### src/rtl/ex_pkg.sv
// Shared execute-stage definitions: ARM condition codes, NZCV flag layout
// and the flag-merge helper used when the ALU writes a subset of the flags.
package ex_pkg;

    localparam int unsigned DATA_W_DEF = 32;
    localparam int unsigned RA_W_DEF   = 4;
    localparam int unsigned CNT_W_DEF  = 16;
    localparam int unsigned FLAGS_W    = 4;
    localparam int unsigned COND_W     = 4;
    localparam int unsigned FLAGW_W    = 2;

    localparam int unsigned FLAG_N = 3;
    localparam int unsigned FLAG_Z = 2;
    localparam int unsigned FLAG_C = 1;
    localparam int unsigned FLAG_V = 0;

    localparam int unsigned FLAGW_NZ = 1;
    localparam int unsigned FLAGW_CV = 0;

    typedef enum logic [3:0] {
        EQ = 4'b0000,
        NE = 4'b0001,
        CS = 4'b0010,
        CC = 4'b0011,
        MI = 4'b0100,
        PL = 4'b0101,
        VS = 4'b0110,
        VC = 4'b0111,
        HI = 4'b1000,
        LS = 4'b1001,
        GE = 4'b1010,
        LT = 4'b1011,
        GT = 4'b1100,
        LE = 4'b1101,
        AL = 4'b1110,
        NV = 4'b1111
    } cond_e;

    // Merge ALU flags into the architectural flags under the FlagW byte-enables.
    function automatic logic [FLAGS_W-1:0] merge_flags(
        input logic [FLAGS_W-1:0] old_flags,
        input logic [FLAGS_W-1:0] alu_flags,
        input logic [FLAGW_W-1:0] flag_w
    );
        logic [FLAGS_W-1:0] merged;
        merged = old_flags;
        if (flag_w[FLAGW_NZ]) begin
            merged[FLAG_N] = alu_flags[FLAG_N];
            merged[FLAG_Z] = alu_flags[FLAG_Z];
        end
        if (flag_w[FLAGW_CV]) begin
            merged[FLAG_C] = alu_flags[FLAG_C];
            merged[FLAG_V] = alu_flags[FLAG_V];
        end
        return merged;
    endfunction

endpackage

### src/rtl/ex_cond_stage_cond_check.sv
// Combinational ARM condition evaluator; shared with the branch-predictor check.
module cond_check
    import ex_pkg::*;
(
    input  logic [COND_W-1:0]  Cond,
    input  logic [FLAGS_W-1:0] Flags,
    output logic               CondEx
);

    logic w_n;
    logic w_z;
    logic w_c;
    logic w_v;
    logic w_ge;

    assign w_n  = Flags[FLAG_N];
    assign w_z  = Flags[FLAG_Z];
    assign w_c  = Flags[FLAG_C];
    assign w_v  = Flags[FLAG_V];
    assign w_ge = (w_n == w_v);

    always_comb begin
        CondEx = 1'b1;
        case (cond_e'(Cond))
            EQ: CondEx = w_z;
            NE: CondEx = ~w_z;
            CS: CondEx = w_c;
            CC: CondEx = ~w_c;
            MI: CondEx = w_n;
            PL: CondEx = ~w_n;
            VS: CondEx = w_v;
            VC: CondEx = ~w_v;
            HI: CondEx = w_c & ~w_z;
            LS: CondEx = ~w_c | w_z;
            GE: CondEx = w_ge;
            LT: CondEx = ~w_ge;
            GT: CondEx = ~w_z & w_ge;
            LE: CondEx = w_z | ~w_ge;
            AL: CondEx = 1'b1;
            NV: CondEx = 1'b1;
            default: CondEx = 1'b1;
        endcase
    end

endmodule

### src/rtl/ex_cond_stage.sv
// Execute-stage back end: NZCV flag register, condition gating of write/branch
// controls, EX->MEM pipeline register with valid/ready/flush, cond-fail counter.
module ex_cond_stage
    import ex_pkg::*;
#(
    parameter int unsigned DATA_W = DATA_W_DEF,
    parameter int unsigned RA_W   = RA_W_DEF,
    parameter int unsigned CNT_W  = CNT_W_DEF
) (
    input  logic                clk,
    input  logic                rst_n,

    input  logic                in_valid,
    output logic                in_ready,
    input  logic [COND_W-1:0]   Cond,
    input  logic [FLAGW_W-1:0]  FlagW,
    input  logic [DATA_W-1:0]   ALUResult,
    input  logic [FLAGS_W-1:0]  ALUFlag,
    input  logic [RA_W-1:0]     WA3,
    input  logic                RegW,
    input  logic                MemW,
    input  logic                PCS,
    input  logic                NoWrite,
    input  logic                flush,

    output logic                out_valid,
    input  logic                out_ready,
    output logic [DATA_W-1:0]   out_result,
    output logic [RA_W-1:0]     out_wa3,
    output logic                out_regwrite,
    output logic                out_memwrite,
    output logic                out_pcsrc,
    output logic [FLAGS_W-1:0]  Flags,
    output logic [CNT_W-1:0]    cond_fail_cnt
);

    logic                r_out_valid;
    logic [DATA_W-1:0]   r_out_result;
    logic [RA_W-1:0]     r_out_wa3;
    logic                r_out_regwrite;
    logic                r_out_memwrite;
    logic                r_out_pcsrc;
    logic [FLAGS_W-1:0]  r_flags;
    logic [CNT_W-1:0]    r_cond_fail_cnt;

    logic                w_in_ready;
    logic                w_accept;
    logic                w_cond_ex;

    // Condition is evaluated against the registered flags, so a flag-setting
    // instruction is visible to the very next accepted instruction.
    cond_check u_cond_check (
        .Cond   (Cond),
        .Flags  (r_flags),
        .CondEx (w_cond_ex)
    );

    assign w_in_ready = ~flush & (~r_out_valid | out_ready);
    assign w_accept   = in_valid & w_in_ready;

    // Pipeline valid: flush squashes the held instruction even while stalled.
    always_ff @(posedge clk or negedge rst_n) begin
        if (!rst_n) begin
            r_out_valid <= 1'b0;
        end else if (w_accept) begin
            r_out_valid <= 1'b1;
        end else if (flush || out_ready) begin
            r_out_valid <= 1'b0;
        end
    end

    // Payload and gated controls only move on accept.
    always_ff @(posedge clk or negedge rst_n) begin
        if (!rst_n) begin
            r_out_result   <= '0;
            r_out_wa3      <= '0;
            r_out_regwrite <= 1'b0;
            r_out_memwrite <= 1'b0;
            r_out_pcsrc    <= 1'b0;
        end else if (w_accept) begin
            r_out_result   <= ALUResult;
            r_out_wa3      <= WA3;
            r_out_regwrite <= RegW & w_cond_ex & ~NoWrite;
            r_out_memwrite <= MemW & w_cond_ex;
            r_out_pcsrc    <= PCS & w_cond_ex;
        end
    end

    // Architectural flags: only a condition-passing accepted instruction writes.
    always_ff @(posedge clk or negedge rst_n) begin
        if (!rst_n) begin
            r_flags <= '0;
        end else if (w_accept && w_cond_ex) begin
            r_flags <= merge_flags(r_flags, ALUFlag, FlagW);
        end
    end

    // Saturating count of accepted instructions that failed their condition.
    always_ff @(posedge clk or negedge rst_n) begin
        if (!rst_n) begin
            r_cond_fail_cnt <= '0;
        end else if (w_accept && !w_cond_ex && (r_cond_fail_cnt != '1)) begin
            r_cond_fail_cnt <= r_cond_fail_cnt + CNT_W'(1);
        end
    end

    assign in_ready      = w_in_ready;
    assign out_valid     = r_out_valid;
    assign out_result    = r_out_result;
    assign out_wa3       = r_out_wa3;
    assign out_regwrite  = r_out_regwrite;
    assign out_memwrite  = r_out_memwrite;
    assign out_pcsrc     = r_out_pcsrc;
    assign Flags         = r_flags;
    assign cond_fail_cnt = r_cond_fail_cnt;

endmodule
### config.mk
export PLATFORM = sky130hd
export DESIGN_NAME = ex_cond_stage
export DESIGN_NICKNAME = d
export VERILOG_FILES = /design/src/rtl/ex_pkg.sv /design/src/rtl/ex_cond_stage_cond_check.sv /design/src/rtl/ex_cond_stage.sv
export SDC_FILE = /design/constraint.sdc
export NUM_CORES = 1
export LEC_CHECK = 0
export ABC_AREA = 1
export ABC_CLOCK_PERIOD_IN_PS = 1600
export CORE_MARGIN = 2
export CORE_UTILIZATION = 39
export DETAILED_ROUTE_END_ITERATION = 10
export HOLD_SLACK_MARGIN = 0.03
export PLACE_DENSITY = 0.76
export SYNTH_ARGS = -nofsm -noshare
export SYNTH_HDL_FRONTEND = slang
export SYNTH_HIERARCHICAL = 1
export SYNTH_SLANG_ARGS = --single-unit
### constraint.sdc
create_clock -name clk -period 1.6 [get_ports clk]
set_input_delay 0.32 -clock clk [delete_from_list [all_inputs] [get_ports clk]]
set_output_delay 0.32 -clock clk [all_outputs]
set_load 0.02 [all_outputs]
==> results of run 1 <==
[cell usage after synthesis, types with 2 or more instances]
library cell	n
nor2_2	6
nand2_1	208
nand2_2	2
xnor2_1	6
nand3_2	2
buf_6	2
clkinv_1	4
nor2_1	25
o21ai_0	5
nand4_1	6
nand3b_1	2
inv_2	2
inv_1	20
a22o_1	2
clkbuf_1	4
buf_2	3
dfrtp_1	60
nand3_1	20
[kinds of logic (layout without fill, tap and decap cells)]
group / count (synthesis) / in the layout
AO/OA/AOI/OAI: 9 / 10
XOR/XNOR: 6 / 6
adder cells (fa/ha/maj): 1 / 1
buffers and inverters: 35 / 200
flip-flops: 60 / 60
AND/OR/NAND/NOR: 274 / 274
[critical path, cell delays in order (launching register included)]
cell,delay [ns]
dfrtp_2,0.44
inv_2,0.09
buf_4,0.11
nand2_2,0.04
nand2_1,0.07
nand2_1,0.06
nand2_1,0.09
nor2_2,0.05
nand4_4,0.07
nor2_4,0.05
o21ai_4,0.16
clkinvlp_4,0.29
nand2_2,0.12
nand2_1,0.05
[flip-flops by register name, summed over array words and instances (netlist names)]
register,cells
Flags,4
out_memwrite,1
out_pcsrc,1
cond_fail_cnt,16
out_regwrite,1
out_result,32
out_wa3,4
out_valid,1
[per-stage QoR]
step | util [%] | total power [mW] | setup WS [ns] | TNS (ns) | cell area, um2
after floorplan | - | 2.75 | -0.00269 | -0.0152 | 2920
after global placement | 61.1 | 3.70 | -0.497 | -17.18 | 4430
after detailed placement | 61.1 | 3.75 | -0.592 | -20.19 | 4430
after CTS | 64.1 | 4.88 | -0.142 | -1.55 | 4650
after global routing | 65.6 | 5.22 | -0.305 | -5.08 | 4760
final | 65.6 | 4.92 | -0.215 | -2.80 | 4760
[worst max path at each step]
stage                        start  slack (ns)                end
after global routing      Flags[0]       -0.31   cond_fail_cnt[3]
after detailed placement   Cond[3]       -0.59   cond_fail_cnt[1]
after CTS                 Flags[0]       -0.14  cond_fail_cnt[11]
final                     Flags[3]       -0.21   cond_fail_cnt[4]
after global placement     Cond[3]       -0.50  cond_fail_cnt[15]
after floorplan           Flags[0]      -0.003   cond_fail_cnt[3]
[power breakdown]
group	internal [mW]	switching (mW)
Combinational	0.827	0.997
Clock	0.554	0.599
Sequential	1.76	0.184
Total	3.14	1.78
[timing repair]
item,4_1_cts,5_1_grt
buffers inserted,5,2
resized for setup,93,23
endpoints found under the hold margin,60,0
endpoints found under the setup margin,84,24
gates cloned,2,1
hold buffers,1,0
pin swaps,3,3
[metal layers]
metal / wire length, um / GRT usage, % / part of all wire, %
met1: 3410 / 24.4 / 41
met2: 4260 / 36.5 / 51
met3: 431 / 4.59 / 5.1
met4: 272 / 11.8 / 3.2
met5: 0 / 0 / 0
[cell type report]
cell class	count	area [um2]	area share [%]
multi-input cells	291	1390	29.3
repair buffers	157	1460	30.6
inverters	26	110	2.32
clock buffers	11	131	2.76
repair inverters	1	7.51	0.158
clock inverters	5	30.0	0.631
flip-flops and latches	60	1510	31.7
well taps	99	124	2.60
==> reports/results.ini, run 1 <==
[routing]
residual_antenna_violating_net_count_after_detailed_routing = 0
detailedRoute.firstIterationViolations = 129
post_drt_via_cell_ratio = 4.70
routed_wire_length_per_instance_um = 12.9
post-route-drc-count = 0
via_count = 3058
drt_first_pass_iters = 4
finalWirelength_um = 8370

[yosys]
ys.flop_type = dfrtp_1
synthesis.instances = 385
synth-async-reset-ratio_pct = 100
synthDistinctLibCells = 24
post-synth-top-area-fraction_pct = 51.5
synth_mux_area_share_pct = 0
synth_top_cell_by_area = dfrtp_1
synthXorXnorAreaFrac_pct = 1.80
avgSynthCellArea_um2 = 7.57
post_synth_fa_ha_maj_area_fraction_pct = 0.430
ys_ff_latch = 60
synth_compound_gate_area_share_pct = 2.19
post_synth_net_total = 441
synth_simple_gate_area_share_pct = 38.9
synth-edff-count = 0
synth_top_family_by_area = simple AND/OR/NAND/NOR gates
synth_area_leaders = dfrtp_1, nand2_1, nand3_1
synthesis.yosys.warnings = 6
ys_seq_area_share_pct = 51.5
syn-cell-area_um2 = 2910

[global_routing]
gr-total-overflow = 0
grt_usage_pct = 21.1
grt_pass1_wl_um = 13900
initial_antenna_violation_count = 0
grt_pass1_vias = 3066
grt_max_degree = 61

[worst_setup_path]
worstSetupEndpointType = register
timing.reg2reg.setup_slack_ns = -0.21
crit_path_start_kind = register
critPathKind = register to register
reg2reg_depth = 13
r2r-end = cond_fail_cnt[4]
critPathMaxFanout = 6
crit-reg2reg-launch = Flags[3]
crit_arrival_ns = 2.04
critPathRequiredTime_ns = 1.83

[sta]
grt_setup_unrepaired = yes
clock-skew-final_ns = 0.0102
slew_viols_final = 0
layout_worst_path_cycle_share_pct = 113
report.final.setup_viol = 19
holdWs_ns = 0.476
clock.fmax_mhz = 551
timing_worst_slew_pin_value_ns = 0.437
slew_headroom_pct = 70.8
minimum_setup_slack_in_the_final_design_ns = -0.215
min_period_ns = 1.81
final_hold_viol_count = 0

[final_layout]
fraction_of_final_layout_cells_sized_beyond_drive_strength_1_pct = 19.6
num_antenna_cells = 0
areaGrowthSynthToFinish_pct = 63.3
layout.cells.most_common = nand2_1
filler_cell_count = 621
layout_common_cells = nand2_1, dlygate4sd2_1, dfrtp_1
nets = 602
layout.cells.non_filler = 650

[worst_hold_path]
hold_removal_path_class = register to register
worst_hold_path_cells = 2
timing.hold.worst.start = out_result[14]
holdPathEnd = out_result[14]

[floorplan]
die-width_um = 90.4
boundary_pin_count = 116
placement_rows = 31
initial_core_util_pct = 40.2
floorplan.die_area_um2 = 8180
die_h_um = 90.4
core_region_area_um2 = 7250

[power_and_ir_drop]
leakagePower_nw = 2.49
power_dens_cells_nw_per_um2 = 1040
ir_worst_vdd_v = 0.000603

[clock_network]
path_clk_slew_ns = 0.07
cts_tree = done
cts-root-to-sink-buffers = 2
cts-root-buf = clkbuf_8
cts_made_buffers = 9
clock_insertion_delay_worst_skew_ns = 0.33
tritoncts_num_sinks = 60
htreeDepth = 3

[placement]
hpwlAfterDp_um = 5780
port_buffers = 115
gp_congestion = 0.914
placed_cells = 623

[run]
cap_viol_max_count = 0

[outcome]
violated_checks = negative setup slack
outcome = complete, but fails checks

(Power assumes the default switching activity.)
==> run 2, diff against run 1 <==
--- a/config.mk
+++ b/config.mk
@@ -12,6 +12,7 @@
 export DETAILED_ROUTE_END_ITERATION = 10
 export HOLD_SLACK_MARGIN = 0.03
 export PLACE_DENSITY = 0.76
+export RECOVER_POWER = 50
 export SYNTH_ARGS = -nofsm -noshare
 export SYNTH_HDL_FRONTEND = slang
 export SYNTH_HIERARCHICAL = 1
==> reports/results.ini, run 2 (synthesized netlist as in run 1, its figures left out) <==
[worst_setup_path]
crit_arrival_ns = 2.04  ; about the same
critPathRequiredTime_ns = 1.83  ; about the same
worst_setup_path_startpoint = Flags[3]  ; unchanged
critPathMaxFanout = 6  ; unchanged
crit-reg2reg-launch = Flags[3]  ; unchanged
worstSetupEndpointType = register  ; unchanged
critPathKind = register to register  ; unchanged
crit_path_start_kind = register  ; unchanged

[final_layout]
flip_flop_count_of_the_largest_register_after_layout = 32  ; unchanged
layout.cells.non_filler = 650  ; unchanged
layout.cells.most_common = nand2_1  ; unchanged
seq_area_um2 = 1510  ; unchanged
nets = 602  ; unchanged
areaGrowthSynthToFinish_pct = 62.8  ; was 63.3%
layout_common_cells = nand2_1, dlygate4sd2_1, dfrtp_1  ; unchanged
fraction_of_final_layout_cells_sized_beyond_drive_strength_1_pct = 19.6  ; unchanged
filler_cell_count = 623  ; was 621
num_antenna_cells = 0  ; unchanged
multi_input_area_um2 = 1390  ; unchanged

[placement]
gp_congestion = 0.914  ; unchanged
port_buffers = 115  ; unchanged
hpwlAfterDp_um = 5780  ; unchanged
placed_cells = 623  ; unchanged

[run]
cap_viol_max_count = 0  ; unchanged

[power_and_ir_drop]
leakagePower_nw = 2.49  ; about the same
swShare_pct = 36.2  ; about the same
net-switching-power_mw = 1.78  ; about the same
seq_power_share_pct = 39.6  ; was 39.5%
internal-power_mw = 3.14  ; about the same
power_dens_cells_nw_per_um2 = 1040  ; about the same
power.share.combinational_pct = 37.0  ; about the same
share_clk_of_total_power_pct = 23.4  ; about the same
ir_worst_vdd_v = 0.000603  ; about the same

[sta]
timing_worst_slew_pin_value_ns = 0.828  ; was 0.437 ns
holdWs_ns = 0.475  ; was 0.476 ns
grt_setup_unrepaired = yes  ; unchanged
min_period_ns = 1.81  ; about the same
minimum_setup_slack_in_the_final_design_ns = -0.214  ; was -0.215 ns
layout_worst_path_cycle_share_pct = 113  ; about the same
slew_viols_final = 0  ; unchanged
clock-skew-final_ns = 0.0102  ; about the same
clock.fmax_mhz = 551  ; about the same
slew_headroom_pct = 44.8  ; was 70.8%
final_hold_viol_count = 0  ; unchanged
report.final.setup_viol = 19  ; unchanged

[floorplan]
placement_rows = 31  ; unchanged
core_region_area_um2 = 7250  ; unchanged
boundary_pin_count = 116  ; unchanged
die-width_um = 90.4  ; unchanged
die_h_um = 90.4  ; unchanged
initial_core_util_pct = 40.2  ; unchanged
floorplan.die_area_um2 = 8180  ; unchanged

[clock_network]
cts-root-to-sink-buffers = 2  ; unchanged
clock_insertion_delay_worst_skew_ns = 0.33  ; about the same
tritoncts_num_sinks = 60  ; unchanged
cts_tree = done  ; unchanged
htreeDepth = 3  ; unchanged
cts_made_buffers = 9  ; unchanged
path_clk_slew_ns = 0.07  ; about the same
cts-root-buf = clkbuf_8  ; unchanged

[worst_hold_path]
timing.hold.worst.start = out_result[14]  ; unchanged
hold_removal_path_class = register to register  ; unchanged

[routing]
routed_wire_length_per_instance_um = 12.9  ; about the same
finalWirelength_um = 8360  ; was 8370 um
post_drt_via_cell_ratio = 4.70  ; about the same
via_count = 3056  ; was 3,058
detailedRoute.firstIterationViolations = 129  ; unchanged
residual_antenna_violating_net_count_after_detailed_routing = 0  ; unchanged
drt_first_pass_iters = 4  ; unchanged
post-route-drc-count = 0  ; unchanged

[global_routing]
grt_pass1_vias = 3066  ; unchanged
grt_pass1_wl_um = 13900  ; unchanged
grt_max_degree = 61  ; unchanged
grt_usage_pct = 21.1  ; unchanged
initial_antenna_violation_count = 0  ; unchanged
gr-total-overflow = 0  ; unchanged

[outcome]
outcome = complete, but fails checks  ; unchanged
violated_checks = negative setup slack  ; unchanged

## run 2: changes by cell type in the layout (fill, tap and decap cells not counted)
| cell | delta |
|---|---|
| clkbuf_4 | +1 |
| buf_12 | -1 |
| clkdlybuf4s50_1 | -1 |
| dlygate4sd3_1 | +1 |
## run 2: area by class of cell
class,instances,area share [%]
clock inverters,5,0.633
clock buffers,11,2.77
repair buffers,157,30.4
multi-input cells,291,29.3
well taps,99,2.61
inverters,26,2.32
repair inverters,1,0.158
flip-flops and latches,60,31.8
## run 2: what timing repair did
item                                   CTS  global route
gates cloned                             2             1
resized for setup                       93            23
buffers inserted                         5             2
setup endpoints to repair               84            24
endpoints found under the hold margin   60             0
hold buffers                             1             0
pin swaps                                3             3
## run 2: worst max-delay path, cell delays in order (launching register included)
cell and delay, ns:
dfrtp_2 0.44, inv_2 0.09, buf_4 0.11, nand2_2 0.04
nand2_1 0.07, nand2_1 0.06, nand2_1 0.09, nor2_2 0.05
nand4_4 0.07, nor2_4 0.05, o21ai_4 0.16, clkinvlp_4 0.29
nand2_2 0.12, nand2_1 0.05
## run 2: metrics by stage
| step | setup TNS, ns | util, % | worst slack, ns | area [um2] | total power, mW |
|---|---|---|---|---|---|
| after detailed placement | -20.19 | 61.1 | -0.592 | 4430 | 3.75 |
| final | -2.80 | 65.4 | -0.214 | 4740 | 4.92 |
| after global placement | -17.18 | 61.1 | -0.497 | 4430 | 3.70 |
| after floorplan | -0.0152 | - | -0.00269 | 2920 | 2.75 |
| after CTS | -1.55 | 64.1 | -0.142 | 4650 | 4.88 |
| after global routing | -7.73 | 65.4 | -0.305 | 4740 | 5.21 |
## run 2: metal layers
| metal | routed length [um] | track usage (%) | share of wire, % | vias up |
|---|---|---|---|---|
| met5 | 0 | 0 | 0 | - |
| met4 | 288 | 11.8 | 3.4 | 0 |
| met3 | 436 | 4.59 | 5.2 | 25 |
| met2 | 4240 | 36.5 | 51 | 108 |
| met1 | 3400 | 24.4 | 41 | 1409 |
| li1 | - | - | - | 1514 |
## run 2: final timing paths
kind / to / slack, ns / depth (start not counted)
max in group asynchronous: cond_fail_cnt[1] / 0.28 / 3
min reg2reg: out_result[14] / 0.48 / 2
min in group asynchronous: cond_fail_cnt[13] / 0.71 / 3
max reg2reg: cond_fail_cnt[4] / -0.21 / 13
max: cond_fail_cnt[4] / -0.21 / 13
min: out_result[14] / 0.48 / 2
## run 2: power groups by stage
stage / clock [mW] / combinational (mW) / sequential (mW)
floorplan: 0 / 0.470 / 2.28
global placement: 0 / 1.73 / 1.97
detailed placement: 0 / 1.78 / 1.97
CTS: 1.18 / 1.75 / 1.95
global route: 1.24 / 1.99 / 1.98
finish: 1.15 / 1.82 / 1.95
==> run 3, diff against run 2 <==
--- a/config.mk
+++ b/config.mk
@@ -15,5 +15,4 @@
 export RECOVER_POWER = 50
 export SYNTH_ARGS = -nofsm -noshare
 export SYNTH_HDL_FRONTEND = slang
-export SYNTH_HIERARCHICAL = 1
 export SYNTH_SLANG_ARGS = --single-unit
==> reports/results.ini, run 3 <==
[outcome]
outcome = completed  ; was complete, but fails checks

[clock_network]
cts_made_buffers = 9  ; unchanged
path_clk_slew_ns = 0.07  ; about the same
tritoncts_num_sinks = 60  ; unchanged
htreeDepth = 3  ; unchanged
cts_tree = done  ; unchanged
cts-root-to-sink-buffers = 2  ; unchanged
clock_insertion_delay_worst_skew_ns = 0.33  ; about the same
cts-root-buf = clkbuf_8  ; unchanged

[yosys]
synthDistinctLibCells = 25  ; was 24
ys_seq_area_share_pct = 50.9  ; was 51.5%
synthXorXnorAreaFrac_pct = 2.97  ; was 1.80%
synth_top_family_by_area = simple AND/OR/NAND/NOR gates  ; unchanged
synthesis.instances = 377  ; was 385
ys_ff_latch = 60  ; unchanged
synth-edff-count = 0  ; unchanged
synth_top_cell_by_area = dfrtp_1  ; unchanged
post_synth_net_total = 433  ; was 441
post-synth-top-area-fraction_pct = 50.9  ; was 51.5%
post_synth_fa_ha_maj_area_fraction_pct = 0.424  ; was 0.430%
synth_simple_gate_area_share_pct = 39.4  ; was 38.9%
avgSynthCellArea_um2 = 7.83  ; was 7.57 um2
post_synth_most_frequent_cells = nand2_1, dfrtp_1, nand4_1, inv_1, nand3_1  ; was nand2_1, dfrtp_1, nor2_1, inv_1, nand3_1
synth_mux_area_share_pct = 0  ; unchanged
ys.flop_type = dfrtp_1  ; unchanged
synth-async-reset-ratio_pct = 100  ; unchanged
post-synth-top-count-cell = nand2_1  ; unchanged
synth_area_leaders = dfrtp_1, nand2_1, nand4_1  ; was dfrtp_1, nand2_1, nand3_1
syn-cell-area_um2 = 2950  ; was 2910 um2
synth_compound_gate_area_share_pct = 0.509  ; was 2.19%
synthesis.yosys.warnings = 0  ; was 6

[global_routing]
grt_max_degree = 61  ; unchanged
grt_usage_pct = 20.6  ; was 21.1%
gr-total-overflow = 0  ; unchanged
initial_antenna_violation_count = 0  ; unchanged
grt_pass1_vias = 3017  ; was 3,066
grt_pass1_wl_um = 13900  ; about the same

[floorplan]
placement_rows = 31  ; unchanged
initial_core_util_pct = 40.5  ; was 40.2%
boundary_pin_count = 116  ; unchanged
die_h_um = 91.0  ; was 90.4 um
floorplan.die_area_um2 = 8280  ; was 8180 um2
core_region_area_um2 = 7290  ; was 7250 um2
die-width_um = 91.0  ; was 90.4 um

[sta]
report.final.setup_viol = 0  ; was 19
grt_setup_unrepaired = yes  ; unchanged
timing_worst_slew_pin_value_ns = 0.821  ; was 0.828 ns
holdWs_ns = 0.473  ; was 0.475 ns
slew_headroom_pct = 45.3  ; was 44.8%
minimum_setup_slack_in_the_final_design_ns = 0.00668  ; was -0.214 ns
min_period_ns = 1.59  ; was 1.81 ns
clock-skew-final_ns = 0.00700  ; was 0.0102 ns
final_hold_viol_count = 0  ; unchanged
slew_viols_final = 0  ; unchanged
clock.fmax_mhz = 628  ; was 551 MHz
layout_worst_path_cycle_share_pct = 99.6  ; was 113%

[final_layout]
num_antenna_cells = 0  ; unchanged
layout_common_cells = nand2_1, dlygate4sd2_1, dfrtp_1  ; unchanged
fraction_of_final_layout_cells_sized_beyond_drive_strength_1_pct = 15.5  ; was 19.6%
layout.cells.most_common = nand2_1  ; unchanged
flip_flop_count_of_the_largest_register_after_layout = 32  ; unchanged
areaGrowthSynthToFinish_pct = 54.7  ; was 62.8%
postLayoutCoreUtil_pct = 62.6  ; was 65.4%
filler_cell_count = 708  ; was 623
nets = 574  ; was 602

[power_and_ir_drop]
ir_worst_vdd_v = 0.000520  ; was 0.000603 V
power_dens_cells_nw_per_um2 = 1050  ; was 1040 nW/um2
leakagePower_nw = 2.49  ; about the same
finalPower_mw = 4.78  ; was 4.92 mW

[placement]
preCtsSetupSlack_ns = -0.493  ; was -0.592 ns
hpwlAfterDp_um = 5790  ; was 5780 um
port_buffers = 115  ; unchanged
gp_congestion = 0.944  ; was 0.914

[worst_setup_path]
worstSetupEndpointType = register  ; unchanged
crit_path_start_kind = register  ; unchanged
critPathMaxFanout = 6  ; unchanged
crit_arrival_ns = 1.81  ; was 2.04 ns
critPathRequiredTime_ns = 1.82  ; was 1.83 ns
critPathKind = register to register  ; unchanged

[routing]
routed_wire_length_per_instance_um = 13.0  ; was 12.9 um
drt_first_pass_iters = 4  ; unchanged
post-route-drc-count = 0  ; unchanged
post_drt_via_cell_ratio = 4.69  ; was 4.70
residual_antenna_violating_net_count_after_detailed_routing = 0  ; unchanged
detailedRoute.firstIterationViolations = 139  ; was 129
via_count = 2917  ; was 3,056
finalWirelength_um = 8080  ; was 8360 um

[worst_hold_path]
hold_removal_path_class = register to register  ; unchanged

[run]
cap_viol_max_count = 0  ; unchanged

==> run 3: cell types whose count changed after synthesis, sizes merged <==
cell    change
a22o        -2
nand4      +18
inv         +4
buf         +4
o21ai       -6
nand2      -18
clkinv      -4
clkbuf      +1
a21oi       +2
xor2        +7
nand3b      -2
nor3        +2
nor2       -11
xnor2       -3
==> run 3: stage by stage <==
| stage | setup TNS (ns) | std cells | cell area [um2] |
|---|---|---|---|
| global route | -2.38 | 622 | 4570 |
| finish | 0 | 622 | 4570 |
| CTS | 0 | 620 | 4530 |
| global placement | -14.92 | 601 | 4390 |
| floorplan | 0 | 377 | 2960 |
| detailed placement | -16.33 | 601 | 4390 |
==> run 3: cell families after synthesis <==
logic type / Yosys count
adder cells (fa/ha/maj): 1
buffers and inverters: 40
AO/OA/AOI/OAI: 3
XOR/XNOR: 10
flip-flops: 60
AND/OR/NAND/NOR: 263
==> run 3: what timing repair did <==
item | in CTS | in global routing
pin swaps | 1 | 3
buffers inserted | 1 | 1
endpoints found under the setup margin | 83 | 24
resized for setup | 73 | 9
hold buffers | 1 | 0
cloned | 1 | 1
hold endpoints to repair | 60 | 0
==> run 3: layer usage <==
metal / GRT usage (%) / share of wire, % / wire length [um]
met5: 0 / 0 / 0
met4: 7.95 / 1.3 / 101
met3: 4.81 / 6.1 / 492
met2: 34.7 / 50 / 4010
met1: 25.7 / 43 / 3480
==> run 3: layout make-up <==
class / instances / area [um2] / area share [%]
tap: 99 / 124 / 2.71
clock buffer: 10 / 128 / 2.79
timing repair buffer: 143 / 1330 / 29.1
multi-input combinational: 278 / 1350 / 29.5
sequential: 60 / 1500 / 32.9
clock inverter: 6 / 41.3 / 0.904
inverter: 26 / 97.6 / 2.14
==> run 3: critical path, stage by stage (launching register included) <==
cell and delay [ns]:
dfrtp_1 0.43, inv_2 0.09, buf_4 0.10, nand2_1 0.06, nand3_2 0.07, nand3_2 0.06
nor2_2 0.13, nand2_2 0.09, nand2_4 0.14, nand3_4 0.16, nand2_2 0.09, nand2_1 0.05
==> run 3: path summary, 6_finish.rpt <==
kind	to	startpoint	cells past startpoint	slack (ns)
hold reg to reg	out_result[6]	out_result[6]	2	0.47
hold / removal	out_result[6]	out_result[6]	2	0.47
min in group asynchronous	cond_fail_cnt[3]	rst_n	3	0.71
max in group asynchronous	cond_fail_cnt[1]	rst_n	3	0.32
setup / recovery	cond_fail_cnt[10]	Flags[3]	11	0.007
setup reg to reg	cond_fail_cnt[10]	Flags[3]	11	0.007
==> run 3: report_power, final <==
group	total [mW]	internal [mW]	switching, mW
registers	1.93	1.75	0.181
logic	1.68	0.744	0.939
clock network	1.16	0.558	0.601
total	4.78	3.06	1.72
